### config.mk
export PLATFORM = sky130hd
export DESIGN_NAME = tlb_refill_walker
export DESIGN_NICKNAME = d
export VERILOG_FILES = /design/src/rtl/tlb_refill_walker_pkg.sv /design/src/rtl/tlb_refill_walker.sv
export SDC_FILE = /design/constraint.sdc
export NUM_CORES = 1
export LEC_CHECK = 0
export CORE_MARGIN = 1
export CORE_UTILIZATION = 47
export CTS_CLUSTER_DIAMETER = 120
export DETAILED_ROUTE_END_ITERATION = 12
export PLACE_DENSITY = 0.89
export SYNTH_ARGS = -nofsm -noshare
export SYNTH_HDL_FRONTEND = slang
export SYNTH_SLANG_ARGS = --single-unit
### constraint.sdc
create_clock -name clk -period 3.65 [get_ports clk]
set_clock_uncertainty 0.1 [all_clocks]
set_input_delay 1.095 -clock clk [delete_from_list [all_inputs] [get_ports clk]]
set_output_delay 1.095 -clock clk [all_outputs]
set_load 0.02 [all_outputs]
### src/rtl/tlb_refill_walker_pkg.sv
// Shared walker constants: address geometry, PTE field layout and FSM state encodings.
package tlb_refill_walker_pkg;

  localparam int ARCH_BITS      = 32;
  localparam int PAGE_BITS      = 12;
  localparam int PTE_BYTES_LOG2 = 2;

  localparam int PTE_VALID_BIT  = 0;
  localparam int PTE_PPN_MSB    = 31;
  localparam int PTE_PPN_LSB    = 12;

  typedef enum logic [2:0] {
    WALK_IDLE    = 3'd0,
    WALK_MEM_REQ = 3'd1,
    WALK_FILL    = 3'd2,
    WALK_DONE    = 3'd3,
    WALK_FAULT   = 3'd4
  } walkState_t;

endpackage

### src/rtl/tlb_refill_walker.sv
// Single-level page-table walker: fetches one PTE on a TLB miss and either fills
// the TLB with the translation or reports a one-cycle page fault.
module tlb_refill_walker #(
  parameter int ARCH_BITS      = 32,
  parameter int PAGE_BITS      = 12,
  parameter int PTE_BYTES_LOG2 = 2
) (
  input  logic                 clk,
  input  logic                 rst,
  input  logic                 missReq,
  input  logic [ARCH_BITS-1:0] missVAddr,
  input  logic [ARCH_BITS-1:0] ptBase,
  output logic                 busy,
  output logic                 done,
  output logic                 fault,
  output logic [ARCH_BITS-1:0] faultVAddr,
  output logic                 memReadReq,
  output logic [ARCH_BITS-1:0] memAddr,
  input  logic                 memAck,
  input  logic [ARCH_BITS-1:0] memData,
  output logic                 tlbWriteReq,
  output logic [ARCH_BITS-1:0] tlbVAddr,
  output logic [ARCH_BITS-1:0] tlbWriteAddr,
  input  logic                 tlbAck
);
  import tlb_refill_walker_pkg::*;

  localparam logic [ARCH_BITS-1:0] PPN_MASK =
    {{(ARCH_BITS-PAGE_BITS){1'b1}}, {PAGE_BITS{1'b0}}};

  walkState_t           state;
  logic [ARCH_BITS-1:0] vaddrReg;
  logic [ARCH_BITS-1:0] pteAddrReg;
  logic [ARCH_BITS-1:0] pteReg;

  // PTE address = base + VPN * PTE size; carry out of the top bit is dropped.
  function automatic logic [ARCH_BITS-1:0] pteAddrOf(input logic [ARCH_BITS-1:0] base,
                                                     input logic [ARCH_BITS-1:0] va);
    return base + ((va >> PAGE_BITS) << PTE_BYTES_LOG2);
  endfunction

  // The PTE address only changes when a walk is accepted, so it doubles as the held memAddr.
  assign memAddr = pteAddrReg;

  always_ff @(posedge clk) begin
    if (rst) begin
      state        <= WALK_IDLE;
      busy         <= 1'b0;
      done         <= 1'b0;
      fault        <= 1'b0;
      memReadReq   <= 1'b0;
      tlbWriteReq  <= 1'b0;
      vaddrReg     <= '0;
      pteAddrReg   <= '0;
      pteReg       <= '0;
      faultVAddr   <= '0;
      tlbVAddr     <= '0;
      tlbWriteAddr <= '0;
    end else begin
      done  <= 1'b0;
      fault <= 1'b0;
      case (state)
        WALK_IDLE: begin
          if (missReq) begin
            vaddrReg   <= missVAddr;
            pteAddrReg <= pteAddrOf(ptBase, missVAddr);
            state      <= WALK_MEM_REQ;
            busy       <= 1'b1;
            memReadReq <= 1'b1;
          end
        end
        WALK_MEM_REQ: begin
          if (memAck) begin
            pteReg     <= memData;
            memReadReq <= 1'b0;
            if (memData[PTE_VALID_BIT]) begin
              state        <= WALK_FILL;
              tlbWriteReq  <= 1'b1;
              tlbVAddr     <= vaddrReg;
              tlbWriteAddr <= memData & PPN_MASK;
            end else begin
              state      <= WALK_FAULT;
              fault      <= 1'b1;
              faultVAddr <= vaddrReg;
            end
          end
        end
        WALK_FILL: begin
          // Keep the fill address tied to the latched PTE, not to the memory bus.
          tlbWriteAddr <= pteReg & PPN_MASK;
          if (tlbAck) begin
            tlbWriteReq <= 1'b0;
            state       <= WALK_DONE;
            done        <= 1'b1;
          end
        end
        WALK_DONE, WALK_FAULT: begin
          state <= WALK_IDLE;
          busy  <= 1'b0;
        end
        default: begin
          state       <= WALK_IDLE;
          busy        <= 1'b0;
          memReadReq  <= 1'b0;
          tlbWriteReq <= 1'b0;
        end
      endcase
    end
  end

endmodule

==> results.json <==
{
  "status": "finished clean",
  "async_reset_ff_share_pct": 0,
  "layout_commonest_cell": "nand2_1",
  "syn_area_per_cell_um2": 8.02,
  "gp_congestion": 0.887,
  "grt_max_degree": 100,
  "crit_path_max_fanout": 2,
  "grt_pass1_wl_mm": 34.7,
  "die_area_um2": 16900,
  "cts.sinks": 176,
  "final_cell_mix": "286 x nand2_1, 209 x clkdlybuf4s50_1, 176 x dfxtp_1",
  "maxCapViolations": 0,
  "whs_ns": 0.350,
  "nNetsFinal": 1283,
  "root_buffer": "clkbuf_16",
  "drcViolationCount": 0,
  "drive_above_1_share_pct": 7.75,
  "area_delta_synth_final_pct": 38.3,
  "tightest_slew_ns": 0.602,
  "synth.distinct_cells": 60,
  "coreArea_um2": 15900,
  "nFillCells": 1301,
  "start_util_pct": 48.3,
  "finalCritPeriodShare_pct": 95.1,
  "pin_count": 234,
  "synth_edf_count": 0,
  "grt_pass1_vias": 7069,
  "clock_path_buffers": 2,
  "postCtsSetupBuffers": 0,
  "relSlewSlack_pct": 59.9,
  "htreeDepth": 4,
  "io_buffer_count": 210,
  "hold_viol": 0,
  "fp.dieW_um": 130,
  "gr-usage-met2_pct": 47.4,
  "die_y_um": 130,
  "gr-total-overflow": 0,
  "num_rows": 46,
  "rsz0062_at_grt": "false",
  "drt-wirelength-per-cell_um": 16.1,
  "grt_usage_pct": 26.3,
  "cts_tree": "built",
  "busiest_layer": "met2",
  "worstSetupPathType": "in -> reg",
  "finalSetupViolCount": 0,
  "rrSetupSlack_ns": 1.65,
  "wirelength_mm": 22.5,
  "p_leak_nw": 3.83,
  "clkTransAtPathRegs_ns": 0.07,
  "yosysWarnings": 0,
  "ant_nets": 0,
  "ys_ff_latch": 176,
  "drt_iter0_markers": 611,
  "final_max_slew_viol_count": 0,
  "cp-start-kind": "primary input",
  "powerDensity_nw_per_um2": 451,
  "cts_buffers": 17,
  "synth_area_um2": 7700,
  "min_period_ns": 3.47,
  "crit_path_end_kind": "flip-flop",
  "firstDrtPassIters": 6,
  "synth_cells": 960,
  "fin_total_pwr_mw": 4.81,
  "ctsHoldBuffers": 0,
  "ir_worst_vdd_mv": 0.321,
  "clock_latency_ns": 0.41,
  "use_met1_pct": 30.3,
  "dominantRegCellSynth": "dfxtp_1",
  "hpwl_mm": 15.7,
  "via_count": 7516,
  "yosysSeqAreaShare_pct": 45.8,
  "hp-class": "reg -> reg",
  "fmax_ghz": 0.288,
  "antenna_found_initial": 1,
  "arrival_ns": 3.68,
  "use_met3_pct": 5.90,
  "worst_ep_required_time_ns": 3.86,
  "viasPerCell": 5.40
}
worst max-delay path: stages:
cell and delay, ns:
clkdlybuf4s50_1 0.47, ha_2 0.23, fa_1 0.41, a211oi_2 0.25, o21ai_2 0.13, buf_4 0.15
a21oi_1 0.13, o21ai_1 0.12, a21oi_1 0.27, nor4_1 0.10, a311o_1 0.32
metal layers:
| layer | vias up | routed length [µm] |
|---|---|---|
| met1 | 3546 | 9120 |
| met2 | 276 | 11300 |
| met4 | 0 | 521 |
| li1 | 3650 | - |
| met5 | - | 0 |
| met3 | 44 | 1470 |
sequential cells by signal, indices dropped and copies added (netlist names), 3 cells and up:
name / flops
tlbVAddr: 32
pteReg: 20
memAddr: 32
faultVAddr: 32
tlbWriteAddr: 20
vaddrReg: 32
state: 3
final timing paths:
kind | startpoint | endpoint | depth (start not counted)
setup / recovery | missVAddr[12] | memAddr[20] | 11
hold / removal | memAddr[5] | memAddr[5] | 2
hold reg to reg | memAddr[5] | memAddr[5] | 2
setup reg to reg | state[1] | memAddr[28] | 5
stage by stage:
stage	worst slack (ns)	utilization, %	TNS [ns]	cells	cell area, µm²
2_1_floorplan	0.269	-	0	971	7740
3_3_place_gp	-0.292	62.8	-2.10	1358	10000
3_5_place_dp	-0.353	62.8	-2.51	1358	10000
4_1_cts	0.0786	66.7	0	1390	10600
5_1_grt	0.0233	66.8	0	1390	10600
6_report	0.178	66.8	0	1391	10700
report_power, final:
part	internal, mW	switching [mW]
Combinational	0.387	0.478
Sequential	2.02	0.0612
Clock	1.08	0.783
cell families after synthesis:
logic type | after synthesis | share of synthesized area (%)
compound gates | 236 | 18.1
xor+xnor | 17 | 1.93
fa+ha+maj | 21 | 3.51
buf+inv | 80 | 5.62
flops | 176 | 45.8
mux | 22 | 2.86
other cells | 1 | 0.0487
simple gates | 407 | 22.1
area by class of cell:
class	count	area, µm²	share of cell area [%]
Inverter	3	11.3	0.106
Multi-Input combinational cell	715	3810	35.8
Sequential cell	176	3520	33.1
Tap cell	216	270	2.54
Clock inverter	12	151	1.42
Clock buffer	20	467	4.38
Timing Repair Buffer	248	2410	22.7
Antenna cell	1	2.50	0.0235
synthesized netlist by cell type (2+ instances only):
master	count	share of area, %
nand2_1	287	14
dfxtp_1	176	46
a21oi_1	158	10
clkbuf_1	55	2.7
nor2_1	53	2.6
a211oi_1	29	2.8
mux2i_1	22	2.9
ha_1	20	3.2
o21ai_0	17	1.1
nand3_1	15	0.97
buf_4	13	1.3
xor2_1	11	1.3
nand3b_1	6	0.58
or3_1	6	0.49
xnor2_1	6	0.68
and3_1	5	0.41
nand4_1	5	0.41
nor3_1	5	0.32
a21o_1	4	0.39
nand4b_1	4	0.45
a21o_2	3	0.34
a311oi_1	3	0.34
and2_1	3	0.24
clkbuf_8	3	0.54
inv_1	3	0.15
nor2b_1	3	0.24
o21ai_1	3	0.19
or4_1	3	0.29
a22oi_1	2	0.19
and4_1	2	0.23
buf_2	2	0.13
buf_6	2	0.29
nand2b_1	2	0.16
nor4_1	2	0.16
o211ai_1	2	0.19
repair_timing:
item	4_1_cts	5_1_grt
endpoints found under the hold margin	0	0
gates resized for setup	0	2
setup endpoints to repair	0	3
(Power assumes the default switching activity.)
